## src/rtl/mem_stage_ctrl_if.sv

```systemverilog
// Memory-side req/ack bus between the MEM-stage controller (master) and a multi-cycle data memory (slave).
interface mem_stage_ctrl_if;
  logic             mem_req;
  logic             mem_we;
  logic [31:0]      mem_addr;
  logic [3:0]       mem_be;
  logic [0:3][7:0]  mem_wdata;
  logic [0:3][7:0]  mem_rdata;
  logic             mem_ack;

  modport master (
    output mem_req, mem_we, mem_addr, mem_be, mem_wdata,
    input  mem_rdata, mem_ack
  );

  modport slave (
    input  mem_req, mem_we, mem_addr, mem_be, mem_wdata,
    output mem_rdata, mem_ack
  );
endinterface

```

## src/rtl/mem_stage_ctrl.sv

```systemverilog
// MEM-stage controller: one load/store per req/ack handshake; minimum 3 cycles (request, ack, release).
// Backpressure: hold_o freezes the pipeline from the request cycle until DONE; a missing ack aborts after TIMEOUT cycles.
module mem_stage_ctrl #(
  parameter int unsigned TIMEOUT = 64
) (
  input  logic             clk,
  input  logic             rst_n,
  input  logic             memread_i,
  input  logic             memwrite_i,
  input  logic [31:0]      addr_i,
  input  logic [0:3][7:0]  wdata_i,
  input  logic [3:0]       be_i,
  output logic             hold_o,
  output logic [0:3][7:0]  data_out_o,
  output logic             err_o,
  mem_stage_ctrl_if.master mem
);

  localparam int unsigned CW = (TIMEOUT > 1) ? $clog2(TIMEOUT) : 1;
  localparam logic [CW-1:0] CNT_LAST = CW'(TIMEOUT - 1);

  typedef enum logic [1:0] {
    S_IDLE,
    S_WAIT,
    S_DONE
  } state_t;

  state_t           state_q;
  logic [CW-1:0]    cnt_q;
  logic             mem_req_q;
  logic             mem_we_q;
  logic [31:0]      mem_addr_q;
  logic [3:0]       mem_be_q;
  logic [0:3][7:0]  mem_wdata_q;
  logic [0:3][7:0]  data_out_q;
  logic             err_q;
  logic             req_any;
  logic             unused_addr_bits;

  assign req_any = memread_i | memwrite_i;

  // Memory is word-addressed; the byte offset only matters to the byte enables.
  assign unused_addr_bits = ^addr_i[1:0];

  // Combinational so the stall reaches MEM/WB in the same cycle the request shows up.
  assign hold_o = (state_q == S_WAIT) || ((state_q == S_IDLE) && req_any);

  always_ff @(posedge clk or negedge rst_n) begin
    if (!rst_n) begin
      state_q     <= S_IDLE;
      cnt_q       <= '0;
      mem_req_q   <= 1'b0;
      mem_we_q    <= 1'b0;
      mem_addr_q  <= '0;
      mem_be_q    <= '0;
      mem_wdata_q <= '0;
      data_out_q  <= '0;
      err_q       <= 1'b0;
    end else begin
      case (state_q)
        S_IDLE: begin
          if (req_any) begin
            mem_addr_q  <= {addr_i[31:2], 2'b00};
            mem_we_q    <= memwrite_i;
            mem_be_q    <= memwrite_i ? be_i : 4'b1111;
            mem_wdata_q <= wdata_i;
            mem_req_q   <= 1'b1;
            cnt_q       <= '0;
            state_q     <= S_WAIT;
          end
        end
        S_WAIT: begin
          if (mem.mem_ack) begin
            mem_req_q <= 1'b0;
            if (!mem_we_q) begin
              data_out_q <= mem.mem_rdata;
            end
            state_q <= S_DONE;
          end else if (cnt_q == CNT_LAST) begin
            // Abort: release the pipeline with a zeroed load and a sticky error.
            mem_req_q <= 1'b0;
            err_q     <= 1'b1;
            if (!mem_we_q) begin
              data_out_q <= '0;
            end
            state_q <= S_DONE;
          end else begin
            cnt_q <= cnt_q + CW'(1);
          end
        end
        S_DONE: begin
          state_q <= S_IDLE;
        end
        default: begin
          state_q <= S_IDLE;
        end
      endcase
    end
  end

  assign mem.mem_req   = mem_req_q;
  assign mem.mem_we    = mem_we_q;
  assign mem.mem_addr  = mem_addr_q;
  assign mem.mem_be    = mem_be_q;
  assign mem.mem_wdata = mem_wdata_q;
  assign data_out_o    = data_out_q;
  assign err_o         = err_q;

endmodule
```

## src/flat_wrapper.sv

```systemverilog
// flat-port wrapper written by rule: the top's interface ports become plain ports
module mem_stage_ctrl_flat 
#(
  parameter int unsigned TIMEOUT = 64
)
  (clk, rst_n, memread_i, memwrite_i, addr_i, wdata_i, be_i, hold_o, data_out_o, err_o, mem_mem_req, mem_mem_we, mem_mem_addr, mem_mem_be, mem_mem_wdata, mem_mem_rdata, mem_mem_ack);
  mem_stage_ctrl_if mem_i ();
  input  logic clk;
  input  logic rst_n;
  input  logic memread_i;
  input  logic memwrite_i;
  input  logic [31:0] addr_i;
  input  logic [0:3][7:0] wdata_i;
  input  logic [3:0] be_i;
  output logic hold_o;
  output logic [0:3][7:0] data_out_o;
  output logic err_o;
  output wire logic [$bits(mem_i.mem_req)-1:0] mem_mem_req;
  output wire logic [$bits(mem_i.mem_we)-1:0] mem_mem_we;
  output wire logic [$bits(mem_i.mem_addr)-1:0] mem_mem_addr;
  output wire logic [$bits(mem_i.mem_be)-1:0] mem_mem_be;
  output wire logic [$bits(mem_i.mem_wdata)-1:0] mem_mem_wdata;
  input wire logic [$bits(mem_i.mem_rdata)-1:0] mem_mem_rdata;
  input wire logic [$bits(mem_i.mem_ack)-1:0] mem_mem_ack;
  assign mem_mem_req = mem_i.mem_req;
  assign mem_mem_we = mem_i.mem_we;
  assign mem_mem_addr = mem_i.mem_addr;
  assign mem_mem_be = mem_i.mem_be;
  assign mem_mem_wdata = mem_i.mem_wdata;
  assign mem_i.mem_rdata = mem_mem_rdata;
  assign mem_i.mem_ack = mem_mem_ack;
  mem_stage_ctrl #(.TIMEOUT(TIMEOUT)) u_core (.clk(clk), .rst_n(rst_n), .memread_i(memread_i), .memwrite_i(memwrite_i), .addr_i(addr_i), .wdata_i(wdata_i), .be_i(be_i), .hold_o(hold_o), .data_out_o(data_out_o), .err_o(err_o), .mem(mem_i));
endmodule
```

## config.mk

```make
export PLATFORM = sky130hd
export DESIGN_NAME = mem_stage_ctrl_flat
export DESIGN_NICKNAME = d
export VERILOG_FILES = /design/src/rtl/mem_stage_ctrl_if.sv /design/src/rtl/mem_stage_ctrl.sv /design/src/flat_wrapper.sv
export SDC_FILE = /design/constraint.sdc
export NUM_CORES = 1
export LEC_CHECK = 0
export CAP_MARGIN = 40
export CORE_ASPECT_RATIO = 0.5
export CORE_MARGIN = 10
export CORE_UTILIZATION = 41
export CTS_CLUSTER_SIZE = 25
export DETAILED_ROUTE_END_ITERATION = 6
export PLACE_DENSITY = 0.82
export SETUP_SLACK_MARGIN = 0.02
export SYNTH_ARGS = -nofsm -noshare
export SYNTH_HDL_FRONTEND = slang
export SYNTH_SLANG_ARGS = --single-unit
```

## constraint.sdc

```tcl
create_clock -name clk -period 4.39 [get_ports clk]
set_input_delay 1.317 -clock clk [delete_from_list [all_inputs] [get_ports clk]]
set_output_delay 1.317 -clock clk [all_outputs]
set_load 0.05 [all_outputs]
```

* Word-level counts from Yosys, hierarchy flattened *
Cells that the tools add are included.

word-level totals
  register bits = 109
  bits of input ports = 105
  output and inout port bits = 104
  logic and storage cells = 53

operators by class
  add/subtract/negate cells = 1
  equality and inequality tests = 6
  multiplexer cells = 17
  bitwise logic cells = 3
  reductions and logical operators = 11

operator list
  operator             count
  $mux 32              4
  $mux 6               3
  $pmux 6 s2           1
  $reduce_and 3->1     3
  $add 6x1->6 const B  1
  $eq 6x6->1 const B   1
  $mux 2               3
  $mux 4               1
  $ne 2x2->1 const B   2
  $pmux 2 s2           1
  $reduce_and 2->1     2
  $reduce_and 4->1     1
  $reduce_bool 2->1    2
  $mux 1               3
  $ne 3x3->1 const B   1
  $eq 2x1->1 const B   1
  $logic_not 2->1      1
  $ne 2x1->1 const B   1
  $not 1->1            2
  $pmux 1 s2           1
  $logic_and 1x1->1    1
  $logic_or 1x1->1     1
  $or 1x1->1           1

* Longest topological paths before layout *
  depth after elaboration = 4
  depth in mapped cells = 6
  mapped depth without buffers = 5

* Least setup slack after synthesis *
OpenSTA, ideal clock, no wires.

  path kind = input -> output
  from = input memwrite_i
  to = output hold_o
  arrival = 2171 ps
  data required time = 3073 ps
  setup slack = 902 ps
  stages on the path = 4
  buffers on the path = 2
  cells stage by stage = o21ai_1 buf_2 buf_2 nand2_1

on the way
  word-level cells in the longest chain between the ends = 3

RTL lines
  item                line                  text
  start: declaration  flat_wrapper.sv:11    input logic memwrite_i;
  $or 1x1->1          mem_stage_ctrl.sv:40  assign req_any = memread_i | memwrite_i;
  $logic_and 1x1->1   mem_stage_ctrl.sv:46  assign hold_o = (state_q == S_WAIT) || ((state_q == S_IDLE) && req_any);
  $logic_or 1x1->1    mem_stage_ctrl.sv:46
  end: declaration    flat_wrapper.sv:15    output logic hold_o;

Every way passes these cells.

* Worst setup path in the final report *
Same ends and word-level chain as after synthesis.

==> flow_summary.ini <==
[global_routing]
antenna_found_initial = 0
gr-usage-all-layers_pct = 17.0
grt_pass1_wl_um = 20300
grt_pass1_vias = 3706
globalRouteOverflowTotal = 0
grt_max_degree = 66

[floorplan]
coreArea_sq_um = 9700
rows = 25
die-area_sq_um = 14900
die_h_um = 91.5
dieWidth_um = 163
num_io_pins = 209
start_util_pct = 43.2

[final_layout]
fin_area_sq_um = 6640
fin_cells = 747
drive_gt1_share_pct = 5.23
antennaDiodeCount = 0
nets = 713
syn_to_final_growth_pct = 58.5

[logic_synthesis]
synth_top_area_share_pct = 65.1
syn_avg_cell_area_sq_um = 10.3
ys_warn_count = 0
muxShareOfSynthArea_pct = 0.239
ys_types = 36
synth_area_leader_cell = dfrtp_1
synth_top_family_by_area = simple AND/OR/NAND/NOR gates
yosys.area_share.simple_pct = 20.2
netlist_instances = 407
synth_fa_ha_area_share_pct = 0.299
ys_seq_elements = 109
yosysSeqAreaShare_pct = 65.1
yosys-top-cells-area = dfrtp_1 (65%), nand2_1 (18%), a22o_1 (6.7%)
synth_xor_xnor_area_share_pct = 0
syn-cell-area_sq_um = 4190
synth_compound_area_share_pct = 10.6

[clock_network]
cts_sinks = 109
worstSkewPairLatency_ns = 0.34
clockRootBuffer = clkbuf_16
clock_path_buffers = 2
clkTransAtPathRegs_ns = 0.07
postCtsSetupBuffers = 0
htreeDepth = 3
ctsResizeCount = 0
cts_tree = built
cts_buffers = 9
hold_buffers = 0

[setup_path]
cp-start-kind = primary input
cp.required_ns = 3.07
critPathArrivalTime_ns = 2.27
crit_fanout = 3
worstSetupEndpointType = primary output
r2r_slack_ns = 2.50
crit_type = primary input to primary output
rr_startpoint = u_core.state_q[0]
timing.rr.end = u_core.cnt_q[4]
worstRegToRegCells = 5

[timing]
hold_viol_final = 0
tns_ns = 0
fin_ws_ns = 0.801
maxSlewViolCount = 0
rsz0062_at_grt = no
setup_violations = 0
skew_ns = 0.00603
finalCritPeriodShare_pct = 81.7
fmax_mhz = 279
relSlewSlack_pct = 54.3
worst_pin_slew_ns = 0.685
period_needed_ns = 3.59

[route]
vias = 3564
routed_wl_um = 12900
initialDrtViolationCount = 292
wl_per_cell_um = 17.3
antenna_left = 0
via_per_inst = 4.77
drc = 0
drtPass1Iterations = 4

[placed_design]
placed_area_sq_um = 6360
gp_congestion = 0.773
preCtsSetupSlack_ns = 0.799
dp_cells = 731
place.detailed.hpwl_um = 9560
io_buffers = 204

[pwr]
p_leak_nw = 3.16
vdd.ir_drop.worst_mv = 0.383
power_density_nw_per_um2 = 899
power.total_mw = 5.97

[min_path]
min_to = u_core.err_o
holdPathStages = 1
min_from = u_core.err_o
min-delay-path-class = flop to flop

[run_status]
status = finished, final reports clean

[flow_run]
max_cap_violations = 0
report_power, final:
group	switching (mW)	internal [mW]	total, mW
Sequential	0.250	1.46	1.71
Combinational	2.35	1.13	3.48
Clock	0.361	0.418	0.778
Total	2.96	3.01	5.97
critical path, cell delays in order:
cell	delay [ns]
clkdlybuf4s50_1	0.48
o21ai_4	0.18
nand2_1	0.08
buf_4	0.20
cell families (layout without fill, tap and decap cells):
group	after synthesis	in the layout
AOI/OAI and AO/OA	54	54
adders and majority gates	1	1
buffers and inverters	27	231
DFF	109	109
muxes	1	1
other	1	2
and+or+nand+nor	214	214
through the flow:
stage	util (%)	hold slack, ns
after global placement	65.3	0.445
after detailed placement	65.5	0.451
after global routing	68.5	0.485
after floorplan	-	0.535
final	68.5	0.463
after CTS	68.5	0.466
metal layers:
| metal | vias up | part of all wire (%) | GRT usage [%] |
|---|---|---|---|
| met1 | 1728 | 38 | 18.2 |
| met5 | - | 0 | 0 |
| met2 | 101 | 53 | 31.4 |
| met4 | 0 | 1.9 | 4.85 |
| met3 | 18 | 7.0 | 5.41 |
| li1 | 1717 | - | - |
synthesized netlist by cell type (all sizes together):
| master | n |
|---|---|
| dfrtp | 109 |
| o22a | 4 |
| a21o | 2 |
| or2 | 1 |
| nand3 | 2 |
| a211o | 1 |
| a311oi | 1 |
| conb | 1 |
| o211ai | 1 |
| ha | 1 |
| mux2i | 1 |
| and4 | 1 |
| buf | 19 |
| a22oi | 1 |
| nand2 | 196 |
| a2bb2oi | 1 |
| nor3 | 1 |
| o22ai | 1 |
| a21oi | 1 |
| o21ai | 7 |
| o21bai | 1 |
| inv | 4 |
| and2 | 2 |
| and3 | 2 |
| nor2 | 6 |
| a22o | 32 |
| nand4 | 1 |
| nor2b | 1 |
| o31ai | 1 |
| clkbuf | 4 |
| nand2b | 1 |
flip-flops by register name (all words and copies together) (netlist names), 2 cells and up:
name	cells
u_core.data_out_o	32
u_core.mem.mem_wdata	32
u_core.mem.mem_addr	30
u_core.cnt_q	6
u_core.mem.mem_be	4
u_core.state_q	2
layout by cell type, fill, tap and decap left out, drive strengths merged, types with 3 or more instances in the layout:
cell / n
clkinv: 3
inv: 6
nand2: 196
a22o: 32
clkbuf: 11
o21ai: 7
o22a: 4
clkdlybuf4s50: 202
dfrtp: 109
nor2: 6
buf: 9
area by class of cell:
cell class	count	area [sq um]
Clock buffer	11	253
Clock inverter	5	32.5
Fill cell	727	3060
Inverter	4	15.0
Multi-Input combinational cell	272	1340
Sequential cell	109	2730
Tap cell	135	169
Timing Repair Buffer	211	2110
worst max-delay path by stage:
stage	startpoint	end	slack [ns]	cells past startpoint
4_1_cts	memwrite_i	hold_o	0.80	4
3_5_place_dp	memwrite_i	hold_o	0.80	4
5_1_grt	memwrite_i	hold_o	0.77	4
2_1_floorplan	memwrite_i	hold_o	0.90	4
6_report	memwrite_i	hold_o	0.80	4
3_3_place_gp	memwrite_i	hold_o	0.82	4
No activity file was read; power rests on OpenSTA's default activity.
